===== src/rtl/iomem_router_pkg.sv =====
// ============================================================================
// Module : iomem_router_pkg
// Brief  : Shared types and address-field constants for the iomem router.
// Rev    : 1.0  initial release
// ============================================================================
`default_nettype none

package iomem_router_pkg;

    typedef enum logic [1:0] {
        IDLE = 2'd0,
        BUSY = 2'd1,
        ERR  = 2'd2,
        RESP = 2'd3
    } state_t;

    localparam logic [31:0] DEFAULT_ERR_DATA = 32'hDEAD_BEEF;

    localparam int SLOT_LSB = 16;
    localparam int SLOT_W   = 4;

    localparam int PAGE_MSB = 31;
    localparam int PAGE_LSB = 24;

endpackage

`default_nettype wire


===== src/rtl/iomem_watchdog.sv =====
// ============================================================================
// Module : iomem_watchdog
// Brief  : Per-transaction cycle counter; expired marks the timeout cycle.
// Rev    : 1.0  initial release
// ============================================================================
`default_nettype none

module iomem_watchdog #(
    parameter int TIMEOUT = 255
) (
    input  logic clk25,
    input  logic resetn,
    input  logic clear,
    input  logic enable,
    output logic expired
);

    localparam int              c_cnt_w = $clog2(TIMEOUT + 1);
    localparam logic [c_cnt_w-1:0] c_limit = c_cnt_w'(TIMEOUT);

    logic [c_cnt_w-1:0] r_count;

    // Count stops at the limit so it can never wrap back into a live window.
    always_ff @(posedge clk25) begin
        if (!resetn) begin
            r_count <= '0;
        end else if (clear) begin
            r_count <= '0;
        end else if (enable && (r_count != c_limit)) begin
            r_count <= r_count + 1'b1;
        end
    end

    assign expired = (r_count == c_limit);

endmodule

`default_nettype wire


===== src/rtl/iomem_router.sv =====
// ============================================================================
// Module : iomem_router
// Brief  : Routes the picosoc iomem port to one-hot peripheral slots in a page.
// Rev    : 1.0  initial release
// ============================================================================
`default_nettype none

module iomem_router
    import iomem_router_pkg::*;
#(
    parameter int          NUM_SLAVES = 4,
    parameter logic [7:0]  PAGE       = 8'h03,
    parameter int          TIMEOUT    = 255,
    parameter logic [31:0] ERR_DATA   = DEFAULT_ERR_DATA
) (
    input  logic                     clk25,
    input  logic                     resetn,
    input  logic                     iomem_valid,
    input  logic [3:0]               iomem_wstrb,
    input  logic [31:0]              iomem_addr,
    input  logic [31:0]              iomem_wdata,
    output logic                     iomem_ready,
    output logic [31:0]              iomem_rdata,
    output logic [NUM_SLAVES-1:0]    s_valid,
    input  logic [NUM_SLAVES-1:0]    s_ready,
    input  logic [32*NUM_SLAVES-1:0] s_rdata,
    output logic [15:0]              s_addr,
    output logic [31:0]              s_wdata,
    output logic [3:0]               s_wstrb,
    output logic                     err_irq,
    output logic [7:0]               err_count
);

    state_t r_state;
    state_t w_state_next;

    logic [SLOT_W-1:0]     r_idx;
    logic                  r_ready;
    logic [31:0]           r_rdata;
    logic [NUM_SLAVES-1:0] r_s_valid;
    logic [15:0]           r_s_addr;
    logic [31:0]           r_s_wdata;
    logic [3:0]            r_s_wstrb;
    logic                  r_err_irq;
    logic [7:0]            r_err_count;

    logic [SLOT_W-1:0]     w_idx;
    logic                  w_hit;
    logic                  w_mapped;
    logic [NUM_SLAVES-1:0] w_onehot;
    logic                  w_sel_ready;
    logic [31:0]           w_sel_rdata;
    logic                  w_expired;
    logic                  w_unused_addr;

    assign w_idx    = iomem_addr[SLOT_LSB +: SLOT_W];
    assign w_hit    = iomem_valid && (iomem_addr[PAGE_MSB:PAGE_LSB] == PAGE) && !r_ready;
    assign w_mapped = ({1'b0, w_idx} < 5'(NUM_SLAVES));

    // Address bits between the slot field and the page field carry no meaning.
    assign w_unused_addr = ^iomem_addr[PAGE_LSB-1:SLOT_LSB+SLOT_W];

    always_comb begin
        w_onehot    = '0;
        w_sel_ready = 1'b0;
        w_sel_rdata = '0;
        for (int i = 0; i < NUM_SLAVES; i++) begin
            w_onehot[i] = (w_idx == SLOT_W'(i));
            if (r_idx == SLOT_W'(i)) begin
                w_sel_ready = s_ready[i];
                w_sel_rdata = s_rdata[32*i +: 32];
            end
        end
    end

    iomem_watchdog #(
        .TIMEOUT (TIMEOUT)
    ) u_watchdog (
        .clk25   (clk25),
        .resetn  (resetn),
        .clear   (r_state != BUSY),
        .enable  (r_state == BUSY),
        .expired (w_expired)
    );

    always_ff @(posedge clk25) begin
        if (!resetn) begin
            r_state <= IDLE;
        end else begin
            r_state <= w_state_next;
        end
    end

    // Slot ready is checked before the watchdog so a coincident response wins.
    always_comb begin
        w_state_next = r_state;
        case (r_state)
            IDLE: begin
                if (w_hit) begin
                    w_state_next = w_mapped ? BUSY : ERR;
                end
            end
            BUSY: begin
                if (w_sel_ready) begin
                    w_state_next = RESP;
                end else if (w_expired) begin
                    w_state_next = ERR;
                end
            end
            ERR:     w_state_next = RESP;
            RESP:    w_state_next = IDLE;
            default: w_state_next = IDLE;
        endcase
    end

    always_ff @(posedge clk25) begin
        if (!resetn) begin
            r_idx       <= '0;
            r_ready     <= 1'b0;
            r_rdata     <= '0;
            r_s_valid   <= '0;
            r_s_addr    <= '0;
            r_s_wdata   <= '0;
            r_s_wstrb   <= '0;
            r_err_irq   <= 1'b0;
            r_err_count <= '0;
        end else begin
            r_ready   <= 1'b0;
            r_err_irq <= 1'b0;
            case (r_state)
                IDLE: begin
                    if (w_hit) begin
                        r_idx     <= w_idx;
                        r_s_addr  <= iomem_addr[15:0];
                        r_s_wdata <= iomem_wdata;
                        r_s_wstrb <= iomem_wstrb;
                        if (w_mapped) begin
                            r_s_valid <= w_onehot;
                        end
                    end
                end
                BUSY: begin
                    if (w_sel_ready) begin
                        r_rdata   <= w_sel_rdata;
                        r_s_valid <= '0;
                        r_ready   <= 1'b1;
                    end else if (w_expired) begin
                        r_s_valid <= '0;
                    end
                end
                ERR: begin
                    r_rdata   <= ERR_DATA;
                    r_err_irq <= 1'b1;
                    r_ready   <= 1'b1;
                    if (r_err_count != 8'hFF) begin
                        r_err_count <= r_err_count + 8'd1;
                    end
                end
                default: begin
                end
            endcase
        end
    end

    assign iomem_ready = r_ready;
    assign iomem_rdata = r_rdata;
    assign s_valid     = r_s_valid;
    assign s_addr      = r_s_addr;
    assign s_wdata     = r_s_wdata;
    assign s_wstrb     = r_s_wstrb;
    assign err_irq     = r_err_irq;
    assign err_count   = r_err_count;

endmodule

`default_nettype wire


===== config.mk =====
export PLATFORM = sky130hd
export DESIGN_NAME = iomem_router
export DESIGN_NICKNAME = d
export VERILOG_FILES = /design/src/rtl/iomem_router_pkg.sv /design/src/rtl/iomem_watchdog.sv /design/src/rtl/iomem_router.sv
export SDC_FILE = /design/constraint.sdc
export NUM_CORES = 1
export LEC_CHECK = 0
export BUFFER_PORTS_ARGS = -buffer_cell sky130_fd_sc_hd__clkbuf_2
export CORE_MARGIN = 3
export CORE_UTILIZATION = 35
export CTS_CLUSTER_SIZE = 20
export DETAILED_ROUTE_END_ITERATION = 7
export PLACE_DENSITY = 0.68
export SYNTH_ARGS = -nofsm -noshare
export SYNTH_HDL_FRONTEND = slang
export SYNTH_SLANG_ARGS = --single-unit

===== constraint.sdc =====
create_clock -name clk25 -period 4.2 [get_ports clk25]
set_input_delay 0.84 -clock clk25 [delete_from_list [all_inputs] [get_ports clk25]]
set_output_delay 0.84 -clock clk25 [all_outputs]
set_load 0.01 [all_outputs]

==> results of run 1 <==
==> power by group through the flow <==
stage | clock [mW] | sequential (mW) | combinational [mW]
floorplan | 0 | 1.39 | 0.352
global placement | 0 | 1.32 | 0.724
detailed placement | 0 | 1.33 | 0.731
CTS | 0.834 | 1.30 | 0.733
global route | 0.877 | 1.32 | 0.792
finish | 0.806 | 1.30 | 0.720
==> metal layers <==
| metal | vias up | wire (um) |
|---|---|---|
| met4 | 0 | 271 |
| met3 | 20 | 991 |
| met2 | 180 | 7880 |
| met5 | - | 0 |
| li1 | 2635 | - |
| met1 | 2399 | 6740 |
==> layout by cell type (no fill, tap or decap), types with 3 or more instances in the layout <==
| master | synthesis | layout |
|---|---|---|
| clkbuf_2 | 0 | 296 |
| nand2_1 | 164 | 164 |
| dfxtp_1 | 112 | 111 |
| a21oi_1 | 64 | 64 |
| mux4_2 | 24 | 24 |
| a31oi_1 | 24 | 24 |
| o21a_1 | 24 | 24 |
| mux2i_1 | 23 | 23 |
| nor2_1 | 20 | 19 |
| o211ai_1 | 9 | 9 |
| clkbuf_16 | 0 | 9 |
| mux2_2 | 8 | 8 |
| buf_4 | 10 | 8 |
| xor2_1 | 7 | 7 |
| o21ai_0 | 6 | 6 |
| inv_1 | 5 | 5 |
| nand3_1 | 5 | 5 |
| ha_1 | 5 | 5 |
| or3_1 | 4 | 4 |
| nand4_1 | 3 | 3 |
| nor3_1 | 3 | 3 |
| and3_1 | 3 | 3 |
| o31ai_1 | 3 | 3 |
| nor3b_1 | 3 | 3 |
==> critical path, cell delays in order <==
cell and delay [ns]:
clkbuf_2 0.08, nor4b_2 0.43, and4_2 1.02, nand2_1 0.15, a21oi_1 0.18
==> Yosys cell counts (all sizes together) <==
cell	count
mux2	8
o211a	1
or2	1
nand3	5
and4	3
nor4b	1
nand2	164
and3	3
xor2	7
dfxtp	112
inv	6
clkbuf	18
nand4	3
and2	2
or3	4
nor4	2
mux2i	23
o32ai	1
nor3	3
nand3b	2
mux4	24
o31ai	3
o211ai	9
o21a	24
o22ai	3
o2111ai	2
a2bb2oi	1
ha	5
or3b	2
buf	27
o21ai	7
a21oi	64
nand4bb	1
nor2	20
or4	2
o21ba	1
nor3b	3
a31oi	24
and4bb	1
==> area by class of cell <==
class                           instances  area (um2)
Clock buffer                           12         246
Clock inverter                          4        27.5
Fill cell                            1458        7570
Inverter                                6        22.5
Multi-Input combinational cell        429        2820
Sequential cell                       112        2240
Tap cell                              184         230
Timing Repair Buffer                  304        1540
==> state kept, by name, summed over array words and instances (netlist names) <==
register            cells
err_irq                 1
u_watchdog.r_count      8
s_wstrb                 4
s_addr                 16
r_idx                   4
iomem_rdata            32
s_valid                 4
s_wdata                32
iomem_ready             1
err_count               8
r_state                 2
==> cell families (layout without fill, tap and decap cells) <==
kind of cell	Yosys count	after routing	synth area share [%]
and+or+nand+nor	222	222	18.3
muxes	55	55	16.2
adders and majority gates	5	5	1.18
xor gates and xnor gates	7	7	1.16
buffers and inverters	51	326	4.76
AOI/OAI and AO/OA	140	140	16.1
DFF	112	112	42.2
==> per-stage QoR <==
stage / cells / total power, mW / setup WS (ns)
floorplan: 592 / 1.74 / 2.20
finish: 1051 / 2.83 / 1.73
global placement: 1035 / 2.04 / 1.41
detailed placement: 1035 / 2.06 / 1.35
global route: 1051 / 2.99 / 1.54
CTS: 1051 / 2.87 / 1.69
==> worst paths after layout <==
path / depth (start not counted) / from / slack [ns] / end
worst min-delay path: 2 / s_wdata[8] / 0.45 / s_wdata[8]
worst min register to register: 2 / s_wdata[8] / 0.45 / s_wdata[8]
worst max-delay path: 5 / iomem_addr[31] / 1.73 / s_wdata[23]
worst max register to register: 6 / r_idx[0] / 1.74 / s_valid[3]
==> summary.txt, run 1 <==
Cells and area
  – Area grow syn2layout: 34.3%
  – # diodes: 0
  – Final core utilization: between 40% and 50%
  – Post-Layout Inst Area: 7130 um2
  – Fraction of layout cells with a size suffix above 1: 41.6%
  – Final net count: about 1,100

Global route
  – Met1 usage: between 20% and 30%
  – Met3 GRT Util: 3.96%
  – GRT busiest layer: met2
  – Met2 usage: 31.8%
  – Largest net degree at the start of global routing: 57
  – Total global-route track usage: 18.1%
  – Vias in the first global route: 4,919
  – Total grt overflow: 0
  – First-pass GRT wire length: about 24 mm
  – Initial antenna violation count: 0

Clock network
  – Clk buf depth: 2
  – # resized after CTS: 0
  – Num CTS Buffers: 9
  – CTS tree: built
  – H-Tree Depth: 3
  – Root buffer cell: clkbuf_16
  – CTS clk-pin slew, worst paths: roughly 0.070 ns
  – TritonCTS Sinks: 112
  – Clock latency on the worst-skew pair: 0.35 ns
  – Hold-fix buffers at CTS: 0
  – Buffer count from post-CTS setup fixing: 0

Floorplanning
  – Rows: 44
  – Die area: approximately 17,000 um2
  – Die Y: 129 um
  – Initial Util: 36.1%
  – Die W: 129 um
  – I/O pins: about 300
  – Core Region: 14,700 um2

Power and ir drop
  – PwrDens: 397 nW/um2
  – Flop pwr share: 46.0%
  – Comb power frac: between 20% and 30%
  – Internal Power: 1.98 mW
  – Net Sw Power: 845 uW
  – Leakage: 3.12 nW
  – Worst VDD drop: 180 uV
  – Switching share of power: around 30%
  – Clk pwr share: 28.5%

Status
  – Status: completed

Placement
  – I/O Buffers: 296
  – Placed Area: 6850 um2
  – Placed wire-length estimate: 11.9 mm
  – Placer Congestion: 0.801

Drt
  – Via count: 5,234
  – Initial DRC count: 251
  – WL final: 15.9 mm
  – Antenna Violating Nets Remaining: 0
  – Detailed Routing Iterations Pass 1: 4
  – DR DRC count: 0
  – Vias per inst: about 5.0
  – Routed wire per std cell: ~15 um

Yosys
  – Cells after Synth: between 500 and 600
  – Yosys warning total: 0
  – Mean Syn Cell Area: 8.97 um2
  – Leading area contributor after synthesis: dfxtp_1
  – FF+latch count, synth: 112
  – Synthesized area: between 5000 and 6000 um2
  – Synth area leaders: dfxtp_1 (42%), nand2_1 (12%), mux4_2 (10%), a21oi_1 (6.0%), mux2i_1 (4.3%)
  – Post-Syn Nets: 800
  – Share of the synthesized area in the top cell type: between 40 and 50%
  – Synth cell types: 46
  – Sequential area share after synthesis: 42.2%

Timing
  – Hold slack: 0.449 ns
  – Worst clock skew: 0.00749 ns
  – Min Tclk post-route: 2.47 ns
  – Max Slew Vio Count: 0
  – RSZ-0062 raised after global routing: no
  – Least-Margin Pin Slew: 1.06 ns
  – Fin crit share: 58.8%
  – Final setup viols: 0
  – Fmax: 405 MHz
  – Setup TNS: 0 ns
  – Hold Fails Final Rpt: 0
  – Slew headroom: between 20 and 30%

Critical path
  – Setup CP Type: in2reg
  – CP startpoint kind: primary input
  – Arr. time, crit path: about 2.7 ns
  – Crit path required time: 4.47 ns
  – Max FO, Critical Path: 56
  – Critical path capture point type: register

Run
  – Number of max-cap violations: 0

Hold path
  – Min-Delay Path Class: reg2reg
No activity file was read; power rests on OpenSTA's default activity.
==> run 2, diff against run 1 <==
--- a/config.mk
+++ b/config.mk
@@ -5,6 +5,7 @@
 export SDC_FILE = /design/constraint.sdc
 export NUM_CORES = 1
 export LEC_CHECK = 0
+export ABC_AREA = 1
 export BUFFER_PORTS_ARGS = -buffer_cell sky130_fd_sc_hd__clkbuf_2
 export CORE_MARGIN = 3
 export CORE_UTILIZATION = 35
==> constraint.sdc (replaced) <==
create_clock -name clk25 -period 2.3 [get_ports clk25]
set_input_delay 0.46 -clock clk25 [delete_from_list [all_inputs] [get_ports clk25]]
set_output_delay 0.46 -clock clk25 [all_outputs]
set_load 0.01 [all_outputs]
==> run 2 against run 1 <==
Net effect:
- setup slack worse by 1.3 ns
- count of clock-buffer cells in the layout down 3
- final area increased by 0.19%
- wire length increased by 12%
- clock power up 110%
- worst hold slack worse by 0.12 ns
- clock skew up 0.0026 ns
- combinational power increased by 140%
==> summary.txt, run 2 <==
Placement
  – Placer Congestion: 0.899 (+12%)
  – DP Worst Slack: 0.374 ns (-0.973 ns)
  – Placed Area: 6820 um2 (-0.49%)
  – Placed wire-length estimate: 13.5 mm (+13%)
  – I/O Buffers: 296 (unchanged)
  – Placed cell count: 1,191 (+15%)

Drt
  – Detailed Routing Iterations Pass 1: 5 (+1)
  – Via count: 5,911 (+13%)
  – DR DRC count: 0 (unchanged)
  – Antenna Violating Nets Remaining: 0 (unchanged)
  – Routed wire per std cell: 14.7 um (-2.6%)
  – Vias per inst: 4.90 (-1.7%)
  – WL final: 17.8 mm (+12%)
  – Initial DRC count: 288 (+15%)

Floorplanning
  – Die Y: 128 um (-1.2%)
  – Die W: 128 um (-1.2%)
  – Rows: 43 (-2.3%)
  – Core Region: 14,100 um2 (-3.7%)
  – Initial Util: 36.6% (+0.48 points)
  – I/O pins: 301 (unchanged)
  – Die area: 16,300 um2 (-2.3%)

Timing
  – Worst clock skew: 0.0101 ns (+0.00261 ns)
  – Hold slack: 0.324 ns (-0.125 ns)
  – Final setup viols: 0 (unchanged)
  – Slew headroom: 66.2% (+37 points)
  – Min Tclk post-route: between 1.5 and 2 ns
  – Fin crit share: 81.6%
  – Hold Fails Final Rpt: 0 (unchanged)
  – Final worst slack: 0.422 ns (-1.31 ns)
  – Max Slew Vio Count: 0 (unchanged)
  – RSZ-0062 raised after global routing: no
  – Fmax: 533 MHz
  – Least-Margin Pin Slew: 0.502 ns (-0.563 ns)
  – Setup TNS: 0 ns (unchanged)

Hold path
  – Min-Delay Path Class: in2reg

Yosys
  – Commonest cells post-synth: nor2_1 (151), nand2_1 (141), dfxtp_1 (112)
  – Leading area contributor after synthesis: dfxtp_1
  – Synth area leaders: dfxtp_1 (43%), nor2_1 (11%), nand2_1 (10%), o21ai_0 (8.1%), a21oi_1 (4.7%)
  – EDFF count, synth: 0 (unchanged)
  – Mean Syn Cell Area: 6.96 um2 (-22%)
  – Sequential area share after synthesis: 43.3% (+1.1 points)
  – Synth cell types: 30 (-35%)
  – Post-Syn Nets: 952 (+19%)
  – Main synth FF type: dfxtp_1
  – Cells after Synth: 744 (+26%)
  – Async SR Flop Fraction: 0% (unchanged)
  – Most frequent cell after synthesis: nor2_1
  – Share of the synthesized area in the top cell type: 43.3% (+1.1 points)
  – FF+latch count, synth: 112 (unchanged)
  – Yosys warning total: 0 (unchanged)
  – Synthesized area: 5180 um2 (-2.5%)

Run
  – Number of max-cap violations: 0 (unchanged)

Global route
  – Total grt overflow: 0 (unchanged)
  – Vias in the first global route: 5,535 (+13%)
  – Largest net degree at the start of global routing: 57 (unchanged)
  – Total global-route track usage: 21.0% (+2.9 points)
  – First-pass GRT wire length: 27.7 mm (+14%)
  – Initial antenna violation count: 0 (unchanged)
  – Met3 GRT Util: 6.86% (+2.9 points)
  – Met2 usage: 35.1% (+3.3 points)
  – Met1 usage: 25.3% (+3.0 points)
  – GRT busiest layer: met2

Critical path
  – Slowest-stage cell, CP: dfxtp_1
  – Worst path max stage delay: 0.49 ns (-0.53 ns)
  – Crit path max-delay family: simple AND/OR/NAND/NOR gates
  – Crit path required time: 2.58 ns (-1.89 ns)
  – Critical path capture point type: register
  – Max FO, Critical Path: 40 (-29%)
  – Setup CP Type: reg2reg
  – CP startpoint kind: register
  – Arr. time, crit path: 2.15 ns (-0.59 ns)
  – Sum of buffers and inverters on the critical path: 1 (unchanged)
  – CP cell instances: inv_2 -> nor2_4 -> nand2_4 -> nor2_2 -> nor2_1 -> nand2_2 -> nand2_4 -> nand2_4 -> o21ai_1 -> a21oi_1
  – Critical path's most frequent cell: nand2_4

Cells and area
  – # diodes: 0 (unchanged)
  – Final net count: 1,230 (+15%)
  – Fraction of layout cells with a size suffix above 1: 33.2% (-8.4 points)
  – Area grow syn2layout: 37.9%
  – Post-Layout Inst Area: 7140 um2 (+0.19%)
  – Fin cells: 1,207 (+15%)
  – Final core utilization: 50.5% (+2.0 points)
  – Most frequent cells in the layout: clkbuf_2 (296), nor2_1 (151), nand2_1 (140), dfxtp_1 (112), o21ai_0 (84)
  – Most common cell after layout, fill and taps aside: clkbuf_2

Power and ir drop
  – Total power: 5.76 mW (+100%)
  – Worst VDD drop: 476 uV (+160%)
  – Leakage: 3.55 nW (+14%)
  – PwrDens: 807 nW/um2 (+100%)

Clock network
  – Buffer count from post-CTS setup fixing: 0 (unchanged)
  – TritonCTS Sinks: 112 (unchanged)
  – CTS clk-pin slew, worst paths: 0.08 ns (about the same)
  – # resized after CTS: 0 (unchanged)
  – Root buffer cell: clkbuf_16
  – CTS tree: built
  – Hold-fix buffers at CTS: 0 (unchanged)
  – Num CTS Buffers: 9 (unchanged)
  – Clk buf depth: 2 (unchanged)
  – H-Tree Depth: 3 (unchanged)
  – Clock latency on the worst-skew pair: 0.35 ns (about the same)

Status
  – Status: completed
==> run 2: cell families (layout without fill, tap and decap cells) <==
family,after synthesis,after routing,share of synthesized area [%]
simple gates,371,371,30.6
compound gates,175,175,18.2
flops,112,112,43.3
buf+inv,80,363,6.55
fa+ha+maj,5,5,1.21
xor+xnor,1,1,0.169
==> run 2: worst paths after layout <==
| kind | to | slack [ns] | cells after the start | start |
|---|---|---|---|---|
| worst max-delay path | iomem_rdata[26] | 0.42 | 10 | r_idx[1] |
| worst min-delay path | s_wdata[8] | 0.32 | 3 | iomem_wdata[8] |
| worst max register to register | iomem_rdata[26] | 0.42 | 10 | r_idx[1] |
| worst min register to register | u_watchdog.r_count[4] | 0.45 | 1 | u_watchdog.r_count[4] |
==> run 2: where the power goes <==
group | internal, mW | switching [mW] | total, mW
clock network | 0.877 | 0.789 | 1.67
registers | 2.20 | 0.137 | 2.34
logic | 0.693 | 1.06 | 1.75
==> run 2: layer usage <==
metal  routed length (um)  share of wire [%]
met3                 1700                9.5
met5                    0                  0
met1                 7420                 42
met2                 8220                 46
met4                  439                2.5
==> run 2: tightest hold or removal path: cells and delay by family <==
kind,cells,cell delay [ns]
and+or+nand+nor,2,0.11
buffers and inverters,1,0.08
==> run 2: area by class of cell <==
type                       instances  area [um2]
tap                              180         225
multi-input combinational        552        2600
fill                            1468        7010
sequential                       112        2240
clock buffer                       9         225
timing repair buffer             311        1620
clock inverter                     7        96.3
inverter                          36         135
